**src/rtl/ctrl_pkg.sv**
```systemverilog
// Shared types and constants for the ID/EX control pipeline stage:
// opcodes, ALU commands, branch types, decode word and stage FSM states.
package ctrl_pkg;

   localparam int unsigned OPC_W  = 6;
   localparam int unsigned ACMD_W = 4;

   localparam logic [OPC_W-1:0] OP_NOP  = 6'd0;
   localparam logic [OPC_W-1:0] OP_ADD  = 6'd1;
   localparam logic [OPC_W-1:0] OP_SUB  = 6'd3;
   localparam logic [OPC_W-1:0] OP_AND  = 6'd5;
   localparam logic [OPC_W-1:0] OP_ANDX = 6'd6;
   localparam logic [OPC_W-1:0] OP_OR   = 6'd7;
   localparam logic [OPC_W-1:0] OP_XOR  = 6'd8;
   localparam logic [OPC_W-1:0] OP_SLL  = 6'd9;
   localparam logic [OPC_W-1:0] OP_SLLX = 6'd10;
   localparam logic [OPC_W-1:0] OP_SRL  = 6'd11;
   localparam logic [OPC_W-1:0] OP_SRA  = 6'd12;
   localparam logic [OPC_W-1:0] OP_ADDI = 6'd32;
   localparam logic [OPC_W-1:0] OP_SUBI = 6'd33;
   localparam logic [OPC_W-1:0] OP_LD   = 6'd36;
   localparam logic [OPC_W-1:0] OP_ST   = 6'd37;
   localparam logic [OPC_W-1:0] OP_BEZ  = 6'd40;
   localparam logic [OPC_W-1:0] OP_BNE  = 6'd41;
   localparam logic [OPC_W-1:0] OP_JMP  = 6'd42;

   localparam logic [ACMD_W-1:0] CMD_ADD = 4'b0000;
   localparam logic [ACMD_W-1:0] CMD_SUB = 4'b0010;
   localparam logic [ACMD_W-1:0] CMD_AND = 4'b0100;
   localparam logic [ACMD_W-1:0] CMD_OR  = 4'b0110;
   localparam logic [ACMD_W-1:0] CMD_XOR = 4'b0111;
   localparam logic [ACMD_W-1:0] CMD_SLL = 4'b1000;
   localparam logic [ACMD_W-1:0] CMD_SRL = 4'b1001;
   localparam logic [ACMD_W-1:0] CMD_SRA = 4'b1010;

   typedef enum logic [1:0] {
      BR_JMP = 2'b00,
      BR_BEZ = 2'b01,
      BR_BNE = 2'b10
   } br_type_e;

   typedef struct packed {
      logic [ACMD_W-1:0] cmd;
      logic              mem_read;
      logic              mem_write;
      logic              wb_enable;
      logic              is_imm;
      logic              is_branch;
      br_type_e          br_type;
   } dec_word_t;

   typedef enum logic {
      RUN    = 1'b0,
      SHADOW = 1'b1
   } state_e;

   localparam dec_word_t DEC_NOP = '{cmd: CMD_ADD, mem_read: 1'b0, mem_write: 1'b0,
                                     wb_enable: 1'b0, is_imm: 1'b0, is_branch: 1'b0,
                                     br_type: BR_JMP};

   // Register/immediate ALU op that writes back.
   function automatic dec_word_t alu_word(input logic [ACMD_W-1:0] cmd, input logic imm);
      dec_word_t w;
      w           = DEC_NOP;
      w.cmd       = cmd;
      w.wb_enable = 1'b1;
      w.is_imm    = imm;
      return w;
   endfunction

   function automatic dec_word_t br_word(input br_type_e t);
      dec_word_t w;
      w           = DEC_NOP;
      w.is_branch = 1'b1;
      w.br_type   = t;
      return w;
   endfunction

endpackage

```
**src/rtl/ctrl_decode.sv**
```systemverilog
// Combinational opcode table: control word, source-register use and illegal flag.
// Opcodes wider than six bits only match when the upper bits are zero.
module ctrl_decode
   import ctrl_pkg::*;
#(
   parameter int unsigned OP_W = 6
) (
   input  logic [OP_W-1:0] op_i,
   output dec_word_t       dec_c,
   output logic            use_src1_c,
   output logic            use_src2_c,
   output logic            illegal_c
);

   always_comb begin
      dec_c      = DEC_NOP;
      use_src1_c = 1'b0;
      use_src2_c = 1'b0;
      illegal_c  = 1'b0;
      case (op_i)
         OP_W'(OP_NOP): dec_c = DEC_NOP;
         OP_W'(OP_ADD): begin
            dec_c      = alu_word(CMD_ADD, 1'b0);
            use_src1_c = 1'b1;
            use_src2_c = 1'b1;
         end
         OP_W'(OP_SUB): begin
            dec_c      = alu_word(CMD_SUB, 1'b0);
            use_src1_c = 1'b1;
            use_src2_c = 1'b1;
         end
         OP_W'(OP_AND), OP_W'(OP_ANDX): begin
            dec_c      = alu_word(CMD_AND, 1'b0);
            use_src1_c = 1'b1;
            use_src2_c = 1'b1;
         end
         OP_W'(OP_OR): begin
            dec_c      = alu_word(CMD_OR, 1'b0);
            use_src1_c = 1'b1;
            use_src2_c = 1'b1;
         end
         OP_W'(OP_XOR): begin
            dec_c      = alu_word(CMD_XOR, 1'b0);
            use_src1_c = 1'b1;
            use_src2_c = 1'b1;
         end
         OP_W'(OP_SLL), OP_W'(OP_SLLX): begin
            dec_c      = alu_word(CMD_SLL, 1'b0);
            use_src1_c = 1'b1;
            use_src2_c = 1'b1;
         end
         OP_W'(OP_SRL): begin
            dec_c      = alu_word(CMD_SRL, 1'b0);
            use_src1_c = 1'b1;
            use_src2_c = 1'b1;
         end
         OP_W'(OP_SRA): begin
            dec_c      = alu_word(CMD_SRA, 1'b0);
            use_src1_c = 1'b1;
            use_src2_c = 1'b1;
         end
         OP_W'(OP_ADDI): begin
            dec_c      = alu_word(CMD_ADD, 1'b1);
            use_src1_c = 1'b1;
         end
         OP_W'(OP_SUBI): begin
            dec_c      = alu_word(CMD_SUB, 1'b1);
            use_src1_c = 1'b1;
         end
         OP_W'(OP_LD): begin
            dec_c          = alu_word(CMD_ADD, 1'b0);
            dec_c.mem_read = 1'b1;
            use_src1_c     = 1'b1;
         end
         OP_W'(OP_ST): begin
            dec_c.mem_write = 1'b1;
            use_src1_c      = 1'b1;
            use_src2_c      = 1'b1;
         end
         OP_W'(OP_BEZ): begin
            dec_c      = br_word(BR_BEZ);
            use_src1_c = 1'b1;
         end
         OP_W'(OP_BNE): begin
            dec_c      = br_word(BR_BNE);
            use_src1_c = 1'b1;
            use_src2_c = 1'b1;
         end
         OP_W'(OP_JMP): dec_c = br_word(BR_JMP);
         default:       illegal_c = 1'b1;
      endcase
   end

endmodule

```
**src/rtl/pipelined_ctrl_stage.sv**
```systemverilog
// ID/EX control pipeline register: decodes, holds one control word behind a
// valid/ready handshake, inserts load-use bubbles and discards post-flush shadow.
module pipelined_ctrl_stage
   import ctrl_pkg::*;
#(
   parameter int unsigned OP_W         = 6,
   parameter int unsigned CMD_W        = 4,
   parameter int unsigned REG_W        = 5,
   parameter int unsigned SHADOW_DEPTH = 1,
   parameter int unsigned CNT_W        = 16
) (
   input  logic             clk,
   input  logic             rst_n,
   input  logic             in_valid,
   output logic             in_ready,
   input  logic [OP_W-1:0]  in_op,
   input  logic [REG_W-1:0] in_src1,
   input  logic [REG_W-1:0] in_src2,
   input  logic [REG_W-1:0] in_dest,
   input  logic             flush,
   output logic             out_valid,
   input  logic             out_ready,
   output logic [CMD_W-1:0] out_alu_cmd,
   output logic             out_mem_read,
   output logic             out_mem_write,
   output logic             out_wb_enable,
   output logic             out_is_immediate,
   output logic             out_is_branch,
   output logic [1:0]       out_branch_type,
   output logic [REG_W-1:0] out_src1,
   output logic [REG_W-1:0] out_src2,
   output logic [REG_W-1:0] out_dest,
   output logic             out_illegal,
   output logic [CNT_W-1:0] bubble_cnt
);

   localparam int unsigned SH_W = (SHADOW_DEPTH > 0) ? $clog2(SHADOW_DEPTH + 1) : 1;

   dec_word_t  dec_c;
   logic       use_src1_c;
   logic       use_src2_c;
   logic       illegal_c;
   logic       hazard_c;
   logic       accept_c;

   state_e           state_q;
   logic [SH_W-1:0]  shadow_q;
   logic             valid_q;
   dec_word_t        word_q;
   logic             illegal_q;
   logic [REG_W-1:0] src1_q;
   logic [REG_W-1:0] src2_q;
   logic [REG_W-1:0] dest_q;
   logic [CNT_W-1:0] bubble_q;
   logic [CNT_W-1:0] bubble_d;

   ctrl_decode #(.OP_W(OP_W)) u_decode (
      .op_i       (in_op),
      .dec_c      (dec_c),
      .use_src1_c (use_src1_c),
      .use_src2_c (use_src2_c),
      .illegal_c  (illegal_c)
   );

   // Load-use: the held load writes a register the offered instruction reads.
   assign hazard_c = valid_q & word_q.mem_read & (dest_q != '0) & in_valid &
                     ((use_src1_c & (in_src1 == dest_q)) | (use_src2_c & (in_src2 == dest_q)));
   assign in_ready = ~flush & ~hazard_c & (~valid_q | out_ready);
   assign accept_c = in_valid & in_ready;
   assign bubble_d = (bubble_q == '1) ? bubble_q : bubble_q + CNT_W'(1);

   always_ff @(posedge clk or negedge rst_n) begin
      if (!rst_n) begin
         state_q   <= RUN;
         shadow_q  <= '0;
         valid_q   <= 1'b0;
         word_q    <= DEC_NOP;
         illegal_q <= 1'b0;
         src1_q    <= '0;
         src2_q    <= '0;
         dest_q    <= '0;
         bubble_q  <= '0;
      end else if (flush) begin
         valid_q  <= 1'b0;
         shadow_q <= SH_W'(SHADOW_DEPTH);
         state_q  <= (SHADOW_DEPTH > 0) ? SHADOW : RUN;
      end else if (hazard_c && out_ready) begin
         valid_q  <= 1'b0;
         bubble_q <= bubble_d;
      end else if (accept_c) begin
         if (state_q == RUN) begin
            valid_q   <= 1'b1;
            word_q    <= dec_c;
            illegal_q <= illegal_c;
            src1_q    <= in_src1;
            src2_q    <= in_src2;
            dest_q    <= in_dest;
         end else begin
            // Wrong-path instruction: consume it without loading.
            valid_q  <= 1'b0;
            shadow_q <= shadow_q - SH_W'(1);
            if (shadow_q == SH_W'(1)) begin
               state_q <= RUN;
            end
         end
      end else if (out_ready) begin
         valid_q <= 1'b0;
      end
   end

   assign out_valid        = valid_q;
   assign out_alu_cmd      = CMD_W'(word_q.cmd);
   assign out_mem_read     = word_q.mem_read;
   assign out_mem_write    = word_q.mem_write;
   assign out_wb_enable    = word_q.wb_enable;
   assign out_is_immediate = word_q.is_imm;
   assign out_is_branch    = word_q.is_branch;
   assign out_branch_type  = word_q.br_type;
   assign out_src1         = src1_q;
   assign out_src2         = src2_q;
   assign out_dest         = dest_q;
   assign out_illegal      = illegal_q;
   assign bubble_cnt       = bubble_q;

endmodule

```
**config.mk**
```make
export PLATFORM = sky130hd
export DESIGN_NAME = pipelined_ctrl_stage
export DESIGN_NICKNAME = d
export VERILOG_FILES = /design/src/rtl/ctrl_pkg.sv /design/src/rtl/ctrl_decode.sv /design/src/rtl/pipelined_ctrl_stage.sv
export SDC_FILE = /design/constraint.sdc
export NUM_CORES = 1
export LEC_CHECK = 0
export CAP_MARGIN = 20
export CORE_AREA = 3 3 74 76
export CTS_CLUSTER_DIAMETER = 200
export DETAILED_ROUTE_END_ITERATION = 10
export DIE_AREA = 0 0 77 79
export PLACE_DENSITY = 0.91
export SLEW_MARGIN = 20
export SYNTH_ARGS = -nofsm -noshare
export SYNTH_HDL_FRONTEND = slang
export SYNTH_SLANG_ARGS = --single-unit
```
**constraint.sdc**
```tcl
create_clock -name clk -period 6.2 [get_ports clk]
set_clock_uncertainty 0.2 [all_clocks]
set_input_delay 0.93 -clock clk [delete_from_list [all_inputs] [get_ports clk]]
set_output_delay 0.93 -clock clk [all_outputs]
set_load 0.02 [all_outputs]
```
* Word level (Yosys, flattened, before mapping) *
Cells that the tools add are included.

word-level totals
  RAM bits = 0
  register bits = 46
  output and inout bits = 45
  memories = 0
  bits in latches = 0
  bits of input ports = 26
  logic and storage cells = 93
  bits in read-only memories = 0

operators by class
  shift operators = 0
  reductions and logical operators = 18
  $add $sub $neg = 2
  magnitude comparators = 0
  div/mod/pow operators = 0
  bitwise operators = 17
  equality and inequality tests = 21
  multipliers = 0
  multiplexer cells = 20

operators by type and width
  cell                                            number
  == test 6 bit (second input constant)           7
  case mux 5 bit (8 select lines)                 1
  == test 6 x 4 -> 1 bit (second input constant)  5
  case mux 5 bit (5 select lines)                 1
  == test 6 x 3 -> 1 bit (second input constant)  3
  two-way mux 1 bit                               18
  OR reduction 18 bit                             1
  adder 16 x 1 -> 16 bit (second input constant)  1
  == test 16 bit (second input constant)          1
  OR reduction 16 bit                             1
  OR reduction 12 bit                             1
  OR reduction 11 bit                             1
  == test 5 bit                                   2
  bitwise AND 1 bit                               9
  OR reduction 2 bit                              4
  == test 6 x 1 -> 1 bit (second input constant)  1
  == test 6 x 2 -> 1 bit (second input constant)  1
  logical NOT 6 bit                               1
  inverter 1 bit                                  6
  AND reduction 3 bit                             2
  nonzero test 5 bit                              1
  AND reduction 4 bit                             1
  nonzero test 2 bit                              2
  nonzero test 4 bit                              1
  other kinds (5)                                 6

* Longest topological paths before layout *
  depth after elaboration = 13
  depth in mapped cells = 9
  mapped depth without buffers = 6

* Hierarchy *
Synthesis repeated with hierarchy kept, for this count alone.

second synthesis, totals
  cells, all modules = 227
  area, all modules = 2575.0 sq um

modules (own cells, without submodules)
  module                times used  cells each  area each (sq um)  seq. area each (sq um)
  pipelined_ctrl_stage  1           164         2158.3             1151.1
  ctrl_decode           1           63          416.6              0.0

* Worst setup path after synthesis *
OpenSTA, ideal clock, no wires.

  path kind = input-to-output
  from = in in_op[1]
  to = out in_ready
  buffers on the path = 3
  data arrival time = 2.444 ns
  stages on the path = 8
  setup slack = 2.626 ns
  required time = 5.070 ns
  cell sequence = buf_2 > a21oi_1 > o221ai_1 > o2111ai_1 > a21oi_1 > buf_4 > buf_2 > nor3b_1

on the way
  cells in the longest elaborated chain, start to end = 9
  elaborated cells between the ends (all ways) = 27
  those cells by class = eq/ne: 16; mux: 2; bitwise: 7; reduce/logical: 2

RTL lines
  what                                                                         line                        source
  start: declaration                                                           pipelined_ctrl_stage.sv:16  input logic [OP_W-1:0] in_op,
  == test 6 bit, or another cell as far along                                  ctrl_decode.sv:20           case (op_i)
  OR reduction 16 bit (no line) / OR reduction 12 bit (equally long branches)  --
  two-way mux 1 bit                                                            ctrl_decode.sv:20
  bitwise AND 1 bit                                                            pipelined_ctrl_stage.sv:67  ((use_src1_c & (in_src1 == dest_q)) | (use_src2_c & (in_src2 == dest_q)));
  bitwise OR 1 bit (*)                                                         pipelined_ctrl_stage.sv:67
  bitwise AND 1 bit (*)                                                        pipelined_ctrl_stage.sv:66  assign hazard_c = valid_q & word_q.mem_read & (dest_q != '0) & in_valid &
  inverter 1 bit (*)                                                           pipelined_ctrl_stage.sv:68  assign in_ready = ~flush & ~hazard_c & (~valid_q | out_ready);
  bitwise AND 1 bit (*) (2 in a row)                                           pipelined_ctrl_stage.sv:68
  end: declaration                                                             pipelined_ctrl_stage.sv:15  output logic in_ready,

Mark *: on every way between the ends. The rest lies on a longest branch, timed or not.

* Worst setup path after layout *
  from = in in_op[0]
  to = out in_ready

The elaborated chain is that of the path after synthesis.

==> flow_metrics.env <==
export IMPL_comb_power_share=0.303
export IMPL_yosysSeqAreaShare=0.473
export IMPL_overflow=0
export IMPL_grt_pass1_wl_um=9150
export IMPL_syn_cell_area_mm2=0.00244
export IMPL_place_area_mm2=0.00316
export IMPL_clk_path_buf_depth=2
export IMPL_internal_power_mw=0.560
export IMPL_slew_headroom=0.378
export IMPL_rows=25
export IMPL_yosys_area_share_simple=0.166
export IMPL_crit_required_ns=5.07
export IMPL_r2r_cells=6
export IMPL_synthMuxAreaShare=0.160
export IMPL_worst_slew_pin_slew_ns=0.933
export IMPL_grt_pass1_vias=1839
export IMPL_cts_buffers=5
export IMPL_cts_resized=0
export IMPL_drive_gt1_frac=0.140
export IMPL_cts_tree="yes"
export IMPL_final_util=0.679
export IMPL_maxCapViolations=0
export IMPL_synthAdderAreaFrac=0.00514
export IMPL_netlist_instances=217
export IMPL_gp_congestion=0.808
export IMPL_hold_path_class="flip-flop to flip-flop"
export IMPL_htreeDepth=2
export IMPL_hold_end="bubble_cnt[13]"
export IMPL_final_cell_mix="clkdlybuf4s50_1 (69), dfrtp_1 (46), mux2_4 (20), nor2_1 (16), xnor2_1 (15)"
export IMPL_first_pass_iters=4
export IMPL_drcViolationCount=0
export IMPL_grt_max_degree=47
export IMPL_clk_latency_ns=0.30
export IMPL_min_period_ns=4.52
export IMPL_r2r_end="out_mem_write"
export IMPL_synthToLayoutAreaGrowth_pct=33.5
export IMPL_swShare=0.300
export IMPL_die_w_um=77
export IMPL_synth_xor_area_frac=0.0899
export IMPL_port_buffers=70
export IMPL_setup_viol=0
export IMPL_critical_path_slowest_cell="clkdlybuf4s50_1"
export IMPL_synth_compound_area_frac=0.0699
export IMPL_criticalPathCategory="primary input to output port"
export IMPL_via_per_inst=5.45
export IMPL_min_from="bubble_cnt[13]"
export IMPL_synth_top_family_by_area="simple AND/OR/NAND/NOR gates"
export IMPL_cts_sinks=46
export IMPL_switchingPower_mw=0.240
export IMPL_core_mm2=0.00479
export IMPL_dpl_hpwl_um=4020
export IMPL_synthDistinctLibCells=37
export IMPL_rsz0062_at_grt="no"
export IMPL_status="complete, no violations"
export IMPL_yosysWarnings=0
export IMPL_grt_antenna_before_repair=0
export IMPL_syn_avg_cell_area_um2=11.2
export IMPL_placed_cells=344
export IMPL_track_usage=0.190
export IMPL_path_clk_slew_ns=0.08
export IMPL_initial_core_util=0.509
export IMPL_routed_wl_um=5540
export IMPL_rrSetupSlack_ns=3.26
export IMPL_finalSetupTns_ns=0
export IMPL_max_freq_mhz=221
export IMPL_r2r_start="out_dest[1]"
export IMPL_fin_crit_sh=0.729
export IMPL_final_common_cell="clkdlybuf4s50_1"
export IMPL_hold_ws_ns=0.298
export IMPL_path_cells="clkdlybuf4s50_1 > or2_1 > a21oi_1 > o2111ai_1 > a21oi_1 > buf_4 > nor3b_1 > clkdlybuf4s50_1"
export IMPL_cpPeakStageDelay_ns=0.69
export IMPL_insertedDiodeCount=0
export IMPL_postCtsSetupBuffers=0
export IMPL_root_buffer="clkbuf_8"
export IMPL_io_pins=71
export IMPL_routedWlPerCell_um=15.7
export IMPL_power_leakage_nw=1.43
export IMPL_fp_dieArea_mm2=0.00608
export IMPL_synth_fp_nets=244
export IMPL_antenna_left=0
export IMPL_hold_depth=1
export IMPL_vias=1918
export IMPL_drv_slew=0
export IMPL_clkPwrFrac=0.235
export IMPL_worstPathMaxFanout=21
export IMPL_synth_seq_cells=46
export IMPL_final_cells=352
export IMPL_fillers=359
export IMPL_endpoint_kind="output port"
export IMPL_worst_setup_path_start_kind="primary input"
export IMPL_holdBufCountCts=0
export IMPL_arrival_ns=3.39
export IMPL_drtIter0Drc=153
export IMPL_fin_area_mm2=0.00325
export IMPL_power_frac_seq=0.462
export IMPL_die_h_um=79
export IMPL_power_density_mw_per_mm2=246
export IMPL_nets=311
export IMPL_timing_hold_violations_final=0
export IMPL_peakVddDrop_v=0.000129
layer usage:
layer  global-route usage  wire, um  vias to the layer above  share of wire
li1                     -         -                      905              -
met1                0.264      2640                      932           0.48
met2                0.294      2540                       73           0.46
met3               0.0488       286                        8          0.052
met4               0.0587        67                        0          0.012
met5                    0         0                        -              0
power by group through the flow:
| stage | clock (mW) | sequential [mW] | combinational (mW) |
|---|---|---|---|
| 6_report | 0.188 | 0.370 | 0.242 |
| 4_1_cts | 0.194 | 0.370 | 0.244 |
| 3_3_place_gp | 0 | 0.372 | 0.238 |
| 5_1_grt | 0.210 | 0.376 | 0.255 |
| 2_1_floorplan | 0 | 0.413 | 0.0877 |
| 3_5_place_dp | 0 | 0.375 | 0.243 |
logic make-up (layout without fill, tap and decap cells):
family                   count (synthesis)  in the layout
AO/OA/AOI/OAI                           26             26
XOR/XNOR                                25             25
adder cells (fa/ha/maj)                  1              1
buffers and inverters                   17             85
flip-flops                              46             46
multiplexers                            28             28
AND/OR/NAND/NOR                         74             74
how the worst max path moves through the flow:
stage	slack, ns	cells past startpoint	to	startpoint
after floorplan	2.63	8	in_ready	in_op[1]
after global placement	1.80	8	in_ready	in_op[0]
after detailed placement	1.70	8	in_ready	in_op[0]
after CTS	1.69	8	in_ready	in_op[0]
after global routing	1.52	8	in_ready	in_op[0]
final	1.68	8	in_ready	in_op[0]
through the flow:
| step | power (mW) | setup WS, ns |
|---|---|---|
| 2_1_floorplan | 0.501 | 2.63 |
| 3_3_place_gp | 0.610 | 1.80 |
| 3_5_place_dp | 0.618 | 1.70 |
| 4_1_cts | 0.807 | 1.69 |
| 5_1_grt | 0.841 | 1.52 |
| 6_report | 0.801 | 1.68 |
critical path: cells and delay by family:
family / cells / cell delay (ns)
buffers and inverters: 3 / 1.53
AND/OR/NAND/NOR: 2 / 0.46
AO/OA/AOI/OAI: 3 / 0.46
layout make-up:
cell class / count / area [um2] / area share
Clock buffer: 7 / 86.3 / 0.0265
Clock inverter: 1 / 5.00 / 0.00154
Inverter: 6 / 22.5 / 0.00693
Multi-Input combinational cell: 154 / 1200 / 0.368
Sequential cell: 46 / 1150 / 0.354
Tap cell: 67 / 83.8 / 0.0258
Timing Repair Buffer: 71 / 706 / 0.217
synth_stat cells:
cell type,number,area (um2)
a211oi_1,2,15.0
a21oi_1,10,50.1
a311oi_2,1,15.0
a31oi_1,3,18.8
and2_1,2,12.5
and3_1,3,18.8
buf_2,4,20.0
buf_4,1,7.51
buf_6,2,22.5
clkbuf_1,4,15.0
dfrtp_1,46,1150
ha_1,1,12.5
inv_1,6,22.5
mux2_2,8,90.1
mux2_4,20,300
nand2_1,8,30.0
nand2b_1,4,25.0
nand3_1,13,65.1
nand4_1,10,62.6
nand4b_4,1,23.8
nor2_1,16,60.1
nor3_1,6,30.0
nor3b_1,2,15.0
nor4_1,2,12.5
o2111ai_1,2,17.5
o211a_1,1,10.0
o211ai_1,1,7.51
o21ai_0,4,20.0
o221ai_1,1,8.76
o31ai_1,1,7.51
or2_1,1,6.26
or2_2,1,6.26
or3_1,2,12.5
or3b_1,2,17.5
or4_1,1,7.51
xnor2_1,15,131
xor2_1,10,87.6
flip-flops by register name, summed over array words and instances (netlist names):
| register | flops |
|---|---|
| out_alu_cmd | 4 |
| out_src1 | 5 |
| out_is_branch | 1 |
| shadow_q | 1 |
| bubble_cnt | 16 |
| out_mem_write | 1 |
| out_illegal | 1 |
| out_src2 | 5 |
| out_dest | 5 |
| out_valid | 1 |
| state_q | 1 |
| out_branch_type | 2 |
| out_wb_enable | 1 |
| out_is_immediate | 1 |
| out_mem_read | 1 |
Note: power is estimated with default switching activity, not from simulation.
